## config.mk

```make
export PLATFORM = sky130hd
export DESIGN_NAME = mac_job_sequencer
export DESIGN_NICKNAME = d
export VERILOG_FILES = /design/src/rtl/mac_job_sequencer.sv
export SDC_FILE = /design/constraint.sdc
export NUM_CORES = 1
export LEC_CHECK = 0
export BUFFER_PORTS_ARGS = -buffer_cell sky130_fd_sc_hd__buf_2
export CORE_MARGIN = 2
export CORE_UTILIZATION = 60
export CTS_BUF_LIST = sky130_fd_sc_hd__clkbuf_4 sky130_fd_sc_hd__clkbuf_8 sky130_fd_sc_hd__clkbuf_16
export CTS_CLUSTER_SIZE = 24
export DETAILED_ROUTE_END_ITERATION = 10
export PLACE_DENSITY = 0.83
export SLEW_MARGIN = 30
export SYNTH_ARGS = -nofsm -noshare
export SYNTH_HDL_FRONTEND = slang
export SYNTH_SLANG_ARGS = --single-unit
export TNS_END_PERCENT = 20
```

## constraint.sdc

```tcl
create_clock -name clk_i -period 9.3 [get_ports clk_i]
set_clock_uncertainty 0.05 [all_clocks]
set_input_delay 1.395 -clock clk_i [delete_from_list [all_inputs] [get_ports clk_i]]
set_output_delay 1.395 -clock clk_i [all_outputs]
set_load 0.1 [all_outputs]
```

## src/rtl/mac_job_sequencer.sv

```systemverilog
// mac_job_sequencer
// Job-level controller for the MAC datapath engine. Job descriptors are
// queued in a small FIFO. Each job is then run on the engine in the order
// clear, configure/start, count output handshakes, wait for streamer done,
// and signal done.
module mac_job_sequencer #(
    parameter int CNT_W          = 10,
    parameter int NOUT_W         = 16,
    parameter int ID_W           = 4,
    parameter int JOB_FIFO_DEPTH = 2
) (
    input  logic              clk_i,
    input  logic              rst_ni,
    input  logic              soft_clear_i,
    // job descriptor side
    input  logic              job_valid_i,
    output logic              job_ready_o,
    input  logic [CNT_W-1:0]  job_len_i,
    input  logic [5:0]        job_shift_i,
    input  logic              job_simple_mul_i,
    input  logic [NOUT_W-1:0] job_nb_out_i,
    input  logic [ID_W-1:0]   job_id_i,
    // engine control
    output logic              eng_clear_o,
    output logic              eng_enable_o,
    output logic              eng_start_o,
    output logic [CNT_W-1:0]  eng_len_o,
    output logic [5:0]        eng_shift_o,
    output logic              eng_simple_mul_o,
    // monitored engine output stream
    input  logic              d_valid_i,
    input  logic              d_ready_i,
    // streamer control
    output logic              strm_start_o,
    input  logic              strm_done_i,
    // status
    output logic              busy_o,
    output logic              done_o,
    output logic [ID_W-1:0]   done_id_o,
    output logic [NOUT_W-1:0] out_cnt_o
);

    localparam int PTR_W = (JOB_FIFO_DEPTH > 1) ? $clog2(JOB_FIFO_DEPTH) : 1;
    localparam int OCC_W = $clog2(JOB_FIFO_DEPTH + 1);

    typedef struct packed {
        logic [CNT_W-1:0]  len;
        logic [5:0]        shift;
        logic              simple_mul;
        logic [NOUT_W-1:0] nb_out;
        logic [ID_W-1:0]   id;
    } job_t;

    typedef enum logic [2:0] {
        S_IDLE      = 3'd0,
        S_CLEAR     = 3'd1,
        S_START     = 3'd2,
        S_RUN       = 3'd3,
        S_WAIT_STRM = 3'd4,
        S_DONE      = 3'd5
    } state_t;

    // Descriptor FIFO storage and bookkeeping
    job_t             fifo_mem [JOB_FIFO_DEPTH];
    logic [PTR_W-1:0] wr_ptr_q;
    logic [PTR_W-1:0] rd_ptr_q;
    logic [OCC_W-1:0] occ_q;
    logic             fifo_full;
    logic             fifo_empty;
    logic             push;
    logic             pop;
    job_t             push_job;
    job_t             head_job;

    // Active job and sequencing state
    job_t              act_q;
    state_t            state_q;
    state_t            state_d;
    logic [NOUT_W-1:0] out_cnt_q;
    logic              strm_done_q;
    logic              handshake;
    logic              last_handshake;

    assign fifo_full  = (occ_q == OCC_W'(JOB_FIFO_DEPTH));
    assign fifo_empty = (occ_q == '0);

    // Ready depends only on FIFO space, never on job_valid_i, so there is
    // no combinational valid->ready path back to the register file.
    assign job_ready_o = ~fifo_full;

    // A push coinciding with a soft clear is discarded together with the
    // rest of the queue.
    assign push = job_valid_i & ~fifo_full & ~soft_clear_i;

    // The head is taken only while idle; the state moves to CLEAR on the
    // same edge, so one job is popped per visit to IDLE.
    assign pop = (state_q == S_IDLE) & ~fifo_empty & ~soft_clear_i;

    assign push_job.len        = job_len_i;
    assign push_job.shift      = job_shift_i;
    assign push_job.simple_mul = job_simple_mul_i;
    assign push_job.nb_out     = job_nb_out_i;
    assign push_job.id         = job_id_i;

    assign head_job = fifo_mem[rd_ptr_q];

    assign handshake = d_valid_i & d_ready_i;

    // nb_out is at least 1 whenever RUN is reached, so the subtraction
    // never wraps while it matters.
    assign last_handshake = handshake & (out_cnt_q == act_q.nb_out - NOUT_W'(1));

    // Descriptor payload storage; data only, so it carries no reset
    always_ff @(posedge clk_i) begin
        if (push) begin
            fifo_mem[wr_ptr_q] <= push_job;
        end
    end

    // FIFO pointers and occupancy; depth is a power of two so pointers wrap naturally
    always_ff @(posedge clk_i or negedge rst_ni) begin
        if (!rst_ni) begin
            wr_ptr_q <= '0;
            rd_ptr_q <= '0;
            occ_q    <= '0;
        end else if (soft_clear_i) begin
            wr_ptr_q <= '0;
            rd_ptr_q <= '0;
            occ_q    <= '0;
        end else begin
            if (push) begin
                wr_ptr_q <= wr_ptr_q + PTR_W'(1);
            end
            if (pop) begin
                rd_ptr_q <= rd_ptr_q + PTR_W'(1);
            end
            case ({push, pop})
                2'b10:   occ_q <= occ_q + OCC_W'(1);
                2'b01:   occ_q <= occ_q - OCC_W'(1);
                default: occ_q <= occ_q;
            endcase
        end
    end

    // Active job registers, loaded from the FIFO head when a job is launched
    always_ff @(posedge clk_i or negedge rst_ni) begin
        if (!rst_ni) begin
            act_q <= '0;
        end else if (pop) begin
            act_q <= head_job;
        end
    end

    // Sequencer state register
    always_ff @(posedge clk_i or negedge rst_ni) begin
        if (!rst_ni) begin
            state_q <= S_IDLE;
        end else begin
            state_q <= state_d;
        end
    end

    // Next-state and engine/streamer control decode
    always_comb begin
        state_d      = state_q;
        eng_clear_o  = 1'b0;
        eng_enable_o = 1'b0;
        eng_start_o  = 1'b0;
        strm_start_o = 1'b0;
        done_o       = 1'b0;
        done_id_o    = '0;

        if (soft_clear_i) begin
            // Abort: clear the engine this cycle, everything else stays low
            state_d     = S_IDLE;
            eng_clear_o = 1'b1;
        end else begin
            case (state_q)
                S_IDLE: begin
                    if (!fifo_empty) begin
                        state_d = S_CLEAR;
                    end
                end
                S_CLEAR: begin
                    eng_clear_o = 1'b1;
                    // A job with no outputs completes without touching the
                    // engine or the streamer.
                    if (act_q.nb_out == '0) begin
                        state_d = S_DONE;
                    end else begin
                        state_d = S_START;
                    end
                end
                S_START: begin
                    eng_enable_o = 1'b1;
                    eng_start_o  = 1'b1;
                    strm_start_o = 1'b1;
                    state_d      = S_RUN;
                end
                S_RUN: begin
                    eng_enable_o = 1'b1;
                    if (last_handshake) begin
                        state_d = S_WAIT_STRM;
                    end
                end
                S_WAIT_STRM: begin
                    eng_enable_o = 1'b1;
                    if (strm_done_i || strm_done_q) begin
                        state_d = S_DONE;
                    end
                end
                S_DONE: begin
                    // DONE always returns to IDLE, so done_o is a single
                    // cycle pulse and jobs are separated by one idle bubble.
                    done_o    = 1'b1;
                    done_id_o = act_q.id;
                    state_d   = S_IDLE;
                end
                default: begin
                    state_d = S_IDLE;
                end
            endcase
        end
    end

    // Output handshake counter and sticky streamer-done flag for the active job
    always_ff @(posedge clk_i or negedge rst_ni) begin
        if (!rst_ni) begin
            out_cnt_q   <= '0;
            strm_done_q <= 1'b0;
        end else if (soft_clear_i) begin
            out_cnt_q   <= '0;
            strm_done_q <= 1'b0;
        end else begin
            case (state_q)
                S_CLEAR: begin
                    out_cnt_q   <= '0;
                    strm_done_q <= 1'b0;
                end
                S_START: begin
                    // The streamer may finish before the engine does, so
                    // remember a done pulse seen in START, RUN or WAIT_STRM.
                    strm_done_q <= strm_done_q | strm_done_i;
                end
                S_RUN: begin
                    strm_done_q <= strm_done_q | strm_done_i;
                    if (handshake && (out_cnt_q != act_q.nb_out)) begin
                        out_cnt_q <= out_cnt_q + NOUT_W'(1);
                    end
                end
                S_WAIT_STRM: begin
                    strm_done_q <= strm_done_q | strm_done_i;
                end
                default: begin
                    out_cnt_q   <= out_cnt_q;
                    strm_done_q <= strm_done_q;
                end
            endcase
        end
    end

    assign busy_o           = (state_q != S_IDLE) | ~fifo_empty;
    assign out_cnt_o        = out_cnt_q;
    assign eng_len_o        = act_q.len;
    assign eng_shift_o      = act_q.shift;
    assign eng_simple_mul_o = act_q.simple_mul;

endmodule

```

== Word-level counts from Yosys, hierarchy flattened ==
Memories as Yosys holds them, arrays and structs flattened. A register that Yosys moved wholly into a read port is not among the register bits.
Index checks and enable logic that the tools add are counted.
Cells by class
  reductions and logical operators: 15
  bitwise operators: 11
  $add $sub $neg: 6
  multiplexer cells: 29
  equal/unequal tests: 14
Operators by type and width (count)
  16-bit two-way mux: 2
  16-bit case mux with 2 select lines: 1
  16-bit by 1-bit adder with 16-bit output (second input constant): 1
  16-bit == test: 1
  16-bit logical NOT: 1
  16-bit != test: 1
  16-bit by 1-bit subtractor with 16-bit output (second input constant): 1
  1-bit two-way mux: 15
  3-bit two-way mux: 5
  3-bit case mux with 5 select lines: 1
  3-bit != test (second input constant): 4
  3-bit nonzero test: 4
  4-bit two-way mux: 2
  1-bit bitwise AND: 6
  3-bit by 2-bit == test with 1-bit output (second input constant): 2
  3-bit == test (second input constant): 2
  2-bit == test (second input constant): 2
  2-bit case mux with 2 select lines: 1
  2-bit nonzero test: 2
  3-bit by 1-bit == test with 1-bit output (second input constant): 1
  3-bit logical NOT: 1
  1-bit inverter: 3
  3-bit AND reduction: 1
  3-bit OR reduction: 1
  12 further kinds: 14
Word-level totals
  memories: 1
  flip-flop bits (word level): 24
  input port bits: 44
  logic and storage cells: 82
  RAM bits: 74
Memory list
  fifo_mem: depth 2, bits a word 37, rd ports 1, clocked after memory_dff 1, write ports 1, RTL line 64  | job_t fifo_mem [JOB_FIFO_DEPTH];

== Longest topological paths before layout ==
Gate-level depths: netlist (run 1).
  depth after elaboration: 7
  mapped depth: 11

== Worst setup path before layout (run 1) ==
OpenSTA, ideal clock, no wires.
  kind: input port to output port
  start point: in soft_clear_i
  end point: out done_id_o[0]
  path buffers: 0
  arrival time: 5.781 ns
  setup slack: 2.074 ns
  stages on the path: 2
  path through: nor4b_1 and2_1
On the way
  cells in the longest elaborated chain, start to end: 1
Ends and longest elaborated chain
  start, declared: RTL line 14  | input logic soft_clear_i,
  4-bit two-way mux: RTL line 173  | if (soft_clear_i) begin
  end, declared: RTL line 39  | output logic [ID_W-1:0] done_id_o,
No other way between the ends.

== Worst setup path after layout (run 1) ==
  start point: in soft_clear_i
  end point: out done_id_o[2]
The elaborated chain is that of the path after synthesis.

==> flow_summary.json, run 1 <==
{
  "fmax_mhz": 239,
  "ios": 88,
  "synth_area_leader_cell": "edfxtp_1",
  "worstSkewPairLatency_ns": 0.52,
  "synthTopCellsByArea": "edfxtp_1, dfrtp_1, mux2i_1",
  "cts.reportedPaths.clkPinSlew_ns": 0.06,
  "synth.most_common_cell": "edfxtp_1",
  "postSynth.asyncResetShare_pct": 45.2,
  "r2r_slack_ns": 6.32,
  "synth_fp_nets": 571,
  "ctsHoldBuffers": 0,
  "die_h_um": 105,
  "synth_edf_count": 74,
  "seqPwrFrac_pct": 38.5,
  "status": "finished clean",
  "cts_tree": "built",
  "fin_util_pct": 72.1,
  "drt-pass1-iter-count": 5,
  "power_mw": 2.33,
  "crit_arrival_ns": 2.73,
  "clkPwrFrac_pct": 27.4,
  "worstSetupPathType": "input port to output pin",
  "final_antenna_net_count": 0,
  "wl_per_cell_um": 16.8,
  "min_path_cells": 2,
  "final-hold-violation-count": 0,
  "ir_worst_vdd_uv": 268,
  "hpwl_um": 8000,
  "ys_seq_elements": 135,
  "cp.required_ns": 7.86,
  "synth_area_mm2": 0.00615,
  "worstPathMaxFanout": 16,
  "first_iter_violations": 282,
  "pwr-share-comb_pct": 34.1,
  "gr-total-overflow": 0,
  "area_growth_pct": 15.6,
  "vias_per_cell": 5.80,
  "relSlewSlack_pct": 45.8,
  "min-delay-start": "eng_len_o[9]",
  "drc": 0,
  "clock_path_buffers": 2,
  "final_nets": 633,
  "r2r-end": "out_cnt_o[11]",
  "vias": 4247,
  "fin_crit_ns": 4.18,
  "synth_common_cells": "edfxtp_1, nor2_1, dfrtp_1, a21oi_1, mux2i_1",
  "worst_path_most_repeated_cell": "buf_2",
  "synth_cell_types": 54,
  "critical_path.cell_chain": "buf_2 > nor4b_1 > buf_4 > and2_1 > buf_2",
  "ctsResizeCount": 0,
  "fp-row-count": 36,
  "switching_power_mw": 0.981,
  "numCtsBuffers": 17,
  "antenna_cells": 0,
  "cp-start-kind": "input port",
  "cp-end-kind": "output pin",
  "slew_violations": 0,
  "dp.cells": 700,
  "postSynthAreaPerCell_um2": 11.7,
  "wirelength_um": 12300,
  "final_cells": 732,
  "die-area_mm2": 0.0111,
  "gp_congestion": 0.926,
  "initial_core_util_pct": 62.4,
  "drive_gt1_share_pct": 22.5,
  "powerDensity_mw_per_mm2": 327,
  "holdPathEnd": "eng_len_o[9]",
  "grt_util_all_layers_pct": 23.3,
  "yosys.area.top_type_share_pct": 36.1,
  "r2r.worst_path.cells": 7,
  "rsz0062_at_grt": "false",
  "period_share_pct": 44.9,
  "fin_tns_setup_ns": 0,
  "yosysSeqAreaShare_pct": 60.9,
  "fill_cells": 712,
  "synthFlopType": "edfxtp_1",
  "synth_warnings": 0,
  "drv_cap": 0,
  "p_int_mw": 1.35,
  "port_buffers": 87,
  "antenna_found_initial": 0,
  "cellLeakagePower_nw": 2.77,
  "synth_cells": 524,
  "grt_start_max_net_pins": 75,
  "worstMarginPinSlew_ns": 0.807,
  "cp_slowest_stage_delay_ns": 0.42,
  "multi_input_area_mm2": 0.00211,
  "setup_viol": 0,
  "grt_pass1_vias": 4242,
  "die_w_um": 105,
  "critPathSlowestCell": "buf_2",
  "htreeDepth": 4,
  "hp-class": "flop to flop",
  "switching_share_pct": 42.2,
  "reg2reg_from": "out_cnt_o[14]",
  "cts_root_buf": "clkbuf_8",
  "cts_setup_buffers": 0,
  "ff_latch_area_mm2": 0.00375,
  "cts.sinks": 135,
  "grt_pass1_wl_um": 20200,
  "core_mm2": 0.00986
}
[metrics by stage]
step	hold slack, ns	setup WS (ns)	cell area (µm²)
finish	0.476	5.12	7110
global route	0.497	4.96	7110
CTS	0.480	5.12	7110
detailed placement	0.468	5.14	6540
global placement	0.456	5.15	6530
floorplan	0.437	2.07	6150
[kinds of logic (layout without fill, tap and decap cells)]
logic type	Yosys count	after routing	synth area share, %
AO/OA/AOI/OAI	96	96	9.25
XOR/XNOR	34	34	4.84
adder cells (fa/ha/maj)	3	3	0.610
buffers and inverters	60	135	5.19
flip-flops	135	135	60.9
multiplexers	38	38	6.20
AND/OR/NAND/NOR	158	158	13.0
[sequential cells by signal, summed over array words and instances (netlist names)]
name and flops:
act_q 20, eng_len_o 10, eng_shift_o 6, eng_simple_mul_o 1, fifo_mem 74, occ_q 2, out_cnt_o 16, rd_ptr_q 1
state_q 3, strm_done_q 1, wr_ptr_q 1
[per-layer routing]
layer / global-route usage [%] / share of wire, % / routed length [µm]
met2: 39.9 / 51 / 6270
met4: 9.71 / 1.5 / 182
met3: 4.95 / 5.7 / 704
met5: 0 / 0 / 0
met1: 28.8 / 42 / 5110
[worst max path at each step]
stage,start,endpoint,slack [ns]
floorplan,soft_clear_i,done_id_o[0],2.07
global placement,soft_clear_i,done_id_o[0],5.15
detailed placement,soft_clear_i,done_id_o[2],5.14
CTS,soft_clear_i,done_id_o[2],5.12
global route,soft_clear_i,done_id_o[0],4.96
finish,soft_clear_i,done_id_o[2],5.12
[power groups by stage]
stage | clock network, mW | registers, mW | logic, mW
3_3_place_gp | 0 | 0.895 | 0.772
2_1_floorplan | 0 | 0.824 | 0.776
6_report | 0.638 | 0.895 | 0.793
5_1_grt | 0.674 | 0.912 | 0.848
4_1_cts | 0.647 | 0.893 | 0.797
3_5_place_dp | 0 | 0.903 | 0.790
[critical path, delay by kind of cell]
kind,cells,cell delay [ns]
AND/OR/NAND/NOR,2,0.49
buffers and inverters,3,0.84
[final cells by class]
type                       count  area share, %
clock inverter                14           2.09
timing repair buffer          92           6.65
clock buffer                  18           5.93
tap                          133           2.34
multi-input combinational    329           29.6
inverter                      11          0.581
sequential                   135           52.8
[cell usage in the layout, fill, tap and decap left out, types with 14 or more instances in the layout]
cell type,count
buf_2,87
o21ai_0,16
xnor2_1,22
a21oi_1,50
dfrtp_1,60
mux2i_1,37
clkbuf_16,16
nor2_1,67
edfxtp_1,74
nand2_1,14
No activity file was read; power rests on OpenSTA's default activity.
==> run 2: changes to the inputs <==
--- a/config.mk
+++ b/config.mk
@@ -5,13 +5,14 @@
 export SDC_FILE = /design/constraint.sdc
 export NUM_CORES = 1
 export LEC_CHECK = 0
+export ABC_AREA = 1
 export BUFFER_PORTS_ARGS = -buffer_cell sky130_fd_sc_hd__buf_2
 export CORE_MARGIN = 2
-export CORE_UTILIZATION = 60
+export CORE_UTILIZATION = 52
 export CTS_BUF_LIST = sky130_fd_sc_hd__clkbuf_4 sky130_fd_sc_hd__clkbuf_8 sky130_fd_sc_hd__clkbuf_16
 export CTS_CLUSTER_SIZE = 24
 export DETAILED_ROUTE_END_ITERATION = 10
-export PLACE_DENSITY = 0.83
+export PLACE_DENSITY = 0.76
 export SLEW_MARGIN = 30
 export SYNTH_ARGS = -nofsm -noshare
 export SYNTH_HDL_FRONTEND = slang
==> constraint.sdc (replaced) <==
create_clock -name clk_i -period 3.4 [get_ports clk_i]
set_clock_uncertainty 0.05 [all_clocks]
set_input_delay 0.51 -clock clk_i [delete_from_list [all_inputs] [get_ports clk_i]]
set_output_delay 0.51 -clock clk_i [all_outputs]
set_load 0.1 [all_outputs]
==> flow_summary.json, run 2 <==
{
  "status": "finished clean",
  "slew_violations": 0,
  "fin_crit_ns": 2.59,
  "fp-row-count": 40,
  "cts.reportedPaths.clkPinSlew_ns": 0.06,
  "worstSetupPathType": "flop to output pin",
  "crit_arrival_ns": 2.03,
  "fmax_mhz": 387,
  "initial_core_util_pct": 53.6,
  "synth_area_leader_cell": "edfxtp_1",
  "ir_worst_vdd_uv": 732,
  "synthTopCellsByArea": "edfxtp_1, dfrtp_1, nand2_1",
  "synth_area_mm2": 0.00650,
  "yosysSeqAreaShare_pct": 57.7,
  "cts_root_buf": "clkbuf_16",
  "wirelength_um": 13500,
  "relSlewSlack_pct": 46.4,
  "drt-pass1-iter-count": 4,
  "drc": 0,
  "worstPathMaxFanout": 3,
  "synth_edf_count": 74,
  "core_mm2": 0.0121,
  "postSynth.asyncResetShare_pct": 45.2,
  "gr-total-overflow": 0,
  "cp-start-kind": "flop",
  "rsz0062_at_grt": "false",
  "setup_ws_ns": 0.815,
  "synth_common_cells": "nand2_1, nor2_1, edfxtp_1, dfrtp_1, inv_1",
  "grt_pass1_wl_um": 22300,
  "die_w_um": 116,
  "final_cell_mix": "nand2_1, nor2_1, buf_2, edfxtp_1, dfrtp_1",
  "final_common_cell": "nand2_1",
  "first_iter_violations": 294,
  "r2r_slack_ns": 1.10,
  "dp.cells": 907,
  "synth_cell_types": 37,
  "powerDensity_mw_per_mm2": 897,
  "drv_cap": 0,
  "cts_tree": "built",
  "synthFlopType": "edfxtp_1",
  "setup_viol": 0,
  "period_share_pct": 76.0,
  "numCtsBuffers": 17,
  "ys_seq_elements": 135,
  "htreeDepth": 4,
  "r2r-end": "out_cnt_o[5]",
  "place_ws_ns": 1.20,
  "vias": 4941,
  "gp_congestion": 0.941,
  "grt_util_all_layers_pct": 21.8,
  "cts.sinks": 135,
  "synth_warnings": 0,
  "port_buffers": 87,
  "final-hold-violation-count": 0,
  "cp-end-kind": "output pin",
  "postSynthAreaPerCell_um2": 9.46,
  "r2r.worst_path.cells": 10,
  "final_nets": 805,
  "worstSkewPairLatency_ns": 0.42,
  "hpwl_um": 9110,
  "die-area_mm2": 0.0134,
  "dpl-instance-area_mm2": 0.00694,
  "synth_fp_nets": 734,
  "ios": 88,
  "synth_cells": 687,
  "top_register": "fifo_mem",
  "cts_setup_buffers": 0,
  "grt_pass1_vias": 4782,
  "drive_gt1_share_pct": 23.0,
  "final_antenna_net_count": 0,
  "yosys.area.top_type_share_pct": 34.2,
  "ctsResizeCount": 0,
  "worstMarginPinSlew_ns": 0.803,
  "grt_start_max_net_pins": 47,
  "final_cells": 939,
  "die_h_um": 116,
  "antenna_found_initial": 0,
  "antenna_cells": 0,
  "synth.most_common_cell": "nand2_1",
  "cellLeakagePower_nw": 3.22,
  "clock_path_buffers": 2,
  "postLayoutCellArea_mm2": 0.00755,
  "hp-class": "input port to async pin",
  "largest_reg_flops": 74,
  "cp.required_ns": 2.84,
  "vias_per_cell": 5.26,
  "ctsHoldBuffers": 0,
  "reg2reg_from": "state_q[2]",
  "area_growth_pct": 16.1,
  "wl_per_cell_um": 14.3
}
-- run 2: cell types whose count changed after synthesis, sizes merged, moves of 6 or more --
cell	previous run	this run
nor2	68	97
o31ai	7	1
xnor2	22	14
a21oi	51	7
xor2	12	6
nand2	14	204
o21ai	16	29
nand4	6	16
nand3	10	23
inv	11	52
mux2i	37	0
nor2b	7	0
a31oi	5	37
nor3	13	0
-- run 2: cell families after synthesis --
family | after synthesis | synth area share, %
simple gates | 354 | 23.1
fa+ha+maj | 3 | 0.578
xor+xnor | 20 | 2.93
compound gates | 80 | 8.24
flops | 135 | 57.7
buf+inv | 95 | 7.47
-- run 2: how the worst max path moves through the flow --
stage                      start         endpoint  slack [ns]  cells past startpoint
global placement    soft_clear_i  fifo_mem[1][23]        1.23                      5
detailed placement    state_q[2]     out_cnt_o[4]        1.20                     10
floorplan               occ_q[0]   fifo_mem[1][0]       -0.08                      6
global route          state_q[0]      eng_clear_o        0.76                      6
finish                state_q[0]      eng_clear_o        0.81                      6
CTS                   state_q[0]      eng_clear_o        0.82                      6
-- run 2: final cells by class --
class	instances	area [µm²]
flip-flops and latches	135	3750
multi-input cells	457	2280
repair buffers	95	510
clock inverters	12	143
fillers	1003	4570
clock buffers	20	460
inverters	52	195
well taps	168	210
-- run 2: power breakdown --
group | total [mW] | leakage [nW] | internal [mW] | switching, mW
Clock | 1.84 | 0.289 | 1.14 | 0.699
Combinational | 2.57 | 1.51 | 0.606 | 1.97
Sequential | 2.36 | 1.42 | 2.07 | 0.282
Total | 6.77 | 3.22 | 3.82 | 2.95
-- run 2: per-stage QoR --
step / TNS (ns) / hold slack, ns / total power [mW] / util [%]
after floorplan: -2.90 / 0.164 / 4.64 / -
after global placement: 0 / 0.453 / 4.88 / 57.3
after detailed placement: 0 / 0.472 / 4.94 / 57.3
after CTS: 0 / 0.0640 / 6.79 / 62.3
after global routing: 0 / 0.102 / 7.14 / 62.3
final: 0 / 0.0398 / 6.77 / 62.3
-- run 2: worst max-delay path, stage by stage, from the launching register on --
cell and delay, ns:
dfrtp_1 0.40, inv_2 0.08, or2_1 0.24, nor2_1 0.14, inv_1 0.10, nand2_1 0.17
buf_2 0.46
-- run 2: metal layers --
metal	wire length (µm)	global-route usage (%)	vias to the layer above	share of wire (%)
met4	374	10.3	0	2.8
met1	5500	25.7	2322	41
met5	0	0	-	0
met2	6580	36.6	172	49
met3	1020	6.69	37	7.5
li1	-	-	2410	-
